$ cat src/rtl/default_slave.sv
// Unmapped-address responder for the AXI interconnect: accepts every read and write
// routed to it and answers with DECERR, using independent read and write FSMs.
module default_slave #(
  parameter int ID_BITS   = 8,
  parameter int DATA_BITS = 32,
  parameter int ADDR_BITS = 32
) (
  input  logic                   ACLK,
  input  logic                   ARESET,
  // read address
  input  logic [ID_BITS-1:0]     ARID,
  input  logic [ADDR_BITS-1:0]   ARADDR,
  input  logic [3:0]             ARLEN,
  input  logic [2:0]             ARSIZE,
  input  logic [1:0]             ARBURST,
  input  logic                   ARVALID,
  output logic                   ARREADY,
  // read data
  output logic [ID_BITS-1:0]     RID,
  output logic [DATA_BITS-1:0]   RDATA,
  output logic [1:0]             RRESP,
  output logic                   RLAST,
  output logic                   RVALID,
  input  logic                   RREADY,
  // write address
  input  logic [ID_BITS-1:0]     AWID,
  input  logic [ADDR_BITS-1:0]   AWADDR,
  input  logic [3:0]             AWLEN,
  input  logic [2:0]             AWSIZE,
  input  logic [1:0]             AWBURST,
  input  logic                   AWVALID,
  output logic                   AWREADY,
  // write data
  input  logic [DATA_BITS-1:0]   WDATA,
  input  logic [DATA_BITS/8-1:0] WSTRB,
  input  logic                   WLAST,
  input  logic                   WVALID,
  output logic                   WREADY,
  // write response
  output logic [ID_BITS-1:0]     BID,
  output logic [1:0]             BRESP,
  output logic                   BVALID,
  input  logic                   BREADY
);

  localparam logic [1:0] RESP_DECERR = 2'b11;

  typedef enum logic {
    R_IDLE,
    R_DATA
  } r_state_e;

  typedef enum logic [1:0] {
    W_IDLE,
    W_DATA,
    W_RESP
  } w_state_e;

  r_state_e           r_state_q, r_state_d;
  w_state_e           w_state_q, w_state_d;
  logic [ID_BITS-1:0] rid_q, rid_d;
  logic [3:0]         rlen_q, rlen_d;
  logic [3:0]         beat_q, beat_d;
  logic [ID_BITS-1:0] bid_q, bid_d;

  // Address, size, burst type and write payload play no part in a DECERR reply.
  logic unused_inputs;
  assign unused_inputs = ^{ARADDR, ARSIZE, ARBURST, AWADDR, AWLEN, AWSIZE, AWBURST,
                           WDATA, WSTRB};

  // ---------------- read path ----------------
  always_ff @(posedge ACLK) begin
    if (ARESET) begin
      r_state_q <= R_IDLE;
      rid_q     <= '0;
      rlen_q    <= '0;
      beat_q    <= '0;
    end else begin
      r_state_q <= r_state_d;
      rid_q     <= rid_d;
      rlen_q    <= rlen_d;
      beat_q    <= beat_d;
    end
  end

  always_comb begin
    r_state_d = r_state_q;
    rid_d     = rid_q;
    rlen_d    = rlen_q;
    beat_d    = beat_q;
    case (r_state_q)
      R_IDLE: begin
        if (ARVALID && ARREADY) begin
          r_state_d = R_DATA;
          rid_d     = ARID;
          rlen_d    = ARLEN;
          beat_d    = '0;
        end
      end
      R_DATA: begin
        if (RVALID && RREADY) begin
          // The wrap to 0 after beat 15 is harmless: the last beat always leaves R_DATA.
          beat_d = beat_q + 4'd1;
          if (RLAST) r_state_d = R_IDLE;
        end
      end
      default: r_state_d = R_IDLE;
    endcase
  end

  always_comb begin
    ARREADY = (r_state_q == R_IDLE);
    RVALID  = (r_state_q == R_DATA);
    RLAST   = (r_state_q == R_DATA) && (beat_q == rlen_q);
    RRESP   = (r_state_q == R_DATA) ? RESP_DECERR : 2'b00;
    RID     = rid_q;
    RDATA   = '0;
  end

  // ---------------- write path ----------------
  always_ff @(posedge ACLK) begin
    if (ARESET) begin
      w_state_q <= W_IDLE;
      bid_q     <= '0;
    end else begin
      w_state_q <= w_state_d;
      bid_q     <= bid_d;
    end
  end

  always_comb begin
    w_state_d = w_state_q;
    bid_d     = bid_q;
    case (w_state_q)
      W_IDLE: begin
        if (AWVALID && AWREADY) begin
          w_state_d = W_DATA;
          bid_d     = AWID;
        end
      end
      W_DATA: begin
        // Beat count is deliberately not checked against AWLEN; only WLAST closes the burst.
        if (WVALID && WREADY && WLAST) w_state_d = W_RESP;
      end
      W_RESP: begin
        if (BREADY) w_state_d = W_IDLE;
      end
      default: w_state_d = W_IDLE;
    endcase
  end

  always_comb begin
    AWREADY = (w_state_q == W_IDLE);
    WREADY  = (w_state_q == W_DATA);
    BVALID  = (w_state_q == W_RESP);
    BRESP   = (w_state_q == W_RESP) ? RESP_DECERR : 2'b00;
    BID     = bid_q;
  end

endmodule

$ cat config.mk
export PLATFORM = sky130hd
export DESIGN_NAME = default_slave
export DESIGN_NICKNAME = d
export VERILOG_FILES = /design/src/rtl/default_slave.sv
export SDC_FILE = /design/constraint.sdc
export NUM_CORES = 1
export LEC_CHECK = 0
export CAP_MARGIN = 20
export CELL_PAD_IN_SITES_DETAIL_PLACEMENT = 0
export CELL_PAD_IN_SITES_GLOBAL_PLACEMENT = 2
export CORE_MARGIN = 2
export CORE_UTILIZATION = 11
export CTS_BUF_LIST = sky130_fd_sc_hd__clkbuf_8 sky130_fd_sc_hd__clkbuf_16
export DETAILED_ROUTE_END_ITERATION = 12
export HOLD_SLACK_MARGIN = 0.06
export PLACE_DENSITY = 0.95
export SETUP_SLACK_MARGIN = 0.3
export SLEW_MARGIN = 0
export SYNTH_ARGS = -nofsm -noshare
export SYNTH_HDL_FRONTEND = slang
export SYNTH_SLANG_ARGS = --single-unit
export TNS_END_PERCENT = 5
$ cat constraint.sdc
create_clock -name ACLK -period 2.3 [get_ports ACLK]
set_clock_uncertainty 0.05 [all_clocks]
set_input_delay 0.345 -clock ACLK [delete_from_list [all_inputs] [get_ports ACLK]]
set_output_delay 0.345 -clock ACLK [all_outputs]
set_load 0.05 [all_outputs]
==> run summary <==
Status - finished clean
Lkg Pwr - 0.8202 nW
Placeable Area - 0.01206 mm^2
Antenna Diode Count - 0
Worst skew pair latency - 270 ps
Area leader, netlist - dfxtp_1
Post-route clock period utilization - 93.56%
VDD IR-drop max - 0.2234 mV
Chip Height - 115.2 um
CP Class - reg2out
Post-route ant nets - 0
Root Driver - clkbuf_16
Post-synthesis cell count - 161
Clk buf depth - 2
Mux cell area share after synthesis - 6.624%
Clk slew on worst S/H paths - 80 ps
CTS sink cnt - 27
Met1 Track Usage GR - 6.495%
Initial antenna violation count - 0
Drt first pass iters - 4
HP Class - reg2reg
Total Routing Usage GR - 5.053%
Routed via count - 1097
Final instance area - 0.002024 mm^2
Largest family of logic cells by synthesized area - buffers and inverters
Minimum clock period after layout - 2152 ps
Full die area - 0.01327 mm^2
TNS Setup - 0 ps
Synth Flop Type - dfxtp_1
Final Hold Vio Count - 0
Vias per Instance - 2.910
Initial core utilization - 11.28%
Horiz. Die Dim - 115.2 um
Seq/Total Area, Yosys - 39.74%
H-Tree Depth - 1
Grt met2 use - 7.647%
Site row count - 40
Yosys cell types - 31
Slew @ Worst Pin - 595.4 ps
Num CTS Buffers - 3
Met3 Use GR - 1.160%
Wire per inst - 8.740 um
Worst path required time - 1900 ps
RSZ-0062 raised after global routing - yes
Most common cell after layout, fill and taps aside - clkdlybuf4s50_1
Critical Path Sink Type - primary output
Layout cells sized above 1 - 5.263%
I/O pins - 200
Register-to-register setup slack - 730 ps
WL final - 3295 um
Area fraction of the dominant cell type after synthesis - 39.74%
Final net count - 353
Pin count of the biggest net entering global routing - 28
Crit-path max FO - 4
Synth area leaders - dfxtp_1 (40%), buf_4 (20%), nand2_1 (7.2%)
DP Area - 0.001943 mm^2
Final GP Congestion - 0.6354
Final setup violating endpoints - 0
Post-Synth Simple-Gate Area - 16.47%
Gr busiest metal - met2
DRT iter0 DRCs - 42
Detailed-route DRC error count - 0
First-pass GRT wire length - 4968 um
Max Cap Violations - 0
Post-Synth Adder-Cell Area - 0.9200%
Commonest cells after routing, fill and taps aside - clkdlybuf4s50_1 (50), conb_1 (32), dfxtp_1 (27)
Vias in the first global route - 996
Layout fillers - 1379
Register area - 540.5 um^2
Syn-to-layout area delta - 48.85%
Fmax achieved - 0.4647 GHz
Setup bufs post-CTS - 0
Hold Buf Count CTS - 0
Flops & latches, synth - 27
Synth warnings - 0
Mean Syn Cell Area - 8.448 um^2
Number of flops mapped to enable cells by yosys - 0
I/O Buffers - 53
Post-Syn Area - 0.001360 mm^2
DP Wirelength - 2534 um
Worst EP arrival - 1760 ps
CTS tree - yes
Synth Area in XOR/XNOR - 2.576%
Footprint of the multi-input gates - 618.1 um^2
Post-synthesis compound-gate area fraction - 9.660%
Max Slew Vio Count - 0
Async set-reset flop share out of synthesis - 0%
Rel. slew slack - 60.31%
Overflow after GRT - 0
Critical Path Source Type - register
Power Density - 669.5 mW/mm^2
-- layer usage --
metal | vias to the layer above | part of all wire, % | wire length (um)
li1 | 551 | - | -
met1 | 491 | 47 | 1537
met2 | 50 | 45 | 1472
met3 | 5 | 6.1 | 200
met4 | 0 | 2.5 | 84
met5 | - | 0 | 0
-- state kept, by name (all words and copies together) (netlist names) --
register / flops
RVALID: 1
RID: 8
w_state_q: 2
BID: 8
beat_q: 4
rlen_q: 4
-- cell usage after synthesis (all sizes together), types with 2 or more instances --
cell / count
xor2: 4
nor2: 14
inv: 3
nor2b: 2
dfxtp: 27
buf: 42
mux2i: 9
a32oi: 2
nand2: 27
a21oi: 15
-- metrics by stage --
step | setup WS (ps) | cells | total power (W) | hold slack (ps) | utilization [%]
2_1_floorplan | 400.4 | 192 | 0.0008725 | 397.8 | -
3_3_place_gp | 444.2 | 373 | 0.0009540 | 393.3 | 16.11
3_5_place_dp | 378.8 | 373 | 0.0009581 | 402.3 | 16.11
4_1_cts | 90.25 | 377 | 0.001386 | 413.6 | 16.76
5_1_grt | 28.36 | 377 | 0.001432 | 427.4 | 16.78
6_report | 148.1 | 377 | 0.001355 | 406.6 | 16.78
-- final timing paths --
| kind | cells after the start | endpoint | start |
|---|---|---|---|
| setup reg to reg | 4 | beat_q[3] | RVALID |
| hold / removal | 2 | RID[0] | RID[0] |
| hold reg to reg | 2 | RID[0] | RID[0] |
| setup / recovery | 2 | BRESP[1] | w_state_q[1] |
-- where the power goes --
part	switching (W)	internal, W
clock	0.000175	0.000235
sequential	0.0000182	0.000495
combinational	0.000301	0.000131
total	0.000494	0.000861
-- cell families (layout without fill, tap and decap cells) --
kind of cell             count (synthesis)  in the layout
AO/OA/AOI/OAI                           22             22
XOR/XNOR                                 4              4
adder cells (fa/ha/maj)                  1              1
buffers and inverters                   46             63
flip-flops                              27             27
multiplexers                             9              9
other                                    1             32
AND/OR/NAND/NOR                         51             51
-- cell type report --
cell class,instances,share of cell area (%)
multi-input combinational,119,30.53
timing repair buffer,56,27.87
sequential,27,26.70
tap,168,10.38
clock buffer,3,3.708
inverter,3,0.5562
clock inverter,1,0.2472
-- what timing repair did --
item	in CTS	in global routing
setup endpoints to repair	5	6
gates resized for setup	1	1
pin swaps	0	0
-- worst max-delay path: stages (launching register included) --
cell and delay [ps]:
dfxtp_1 370, nor2b_1 270, clkdlybuf4s50_1 850
Power figures use the tool's default switching activity.
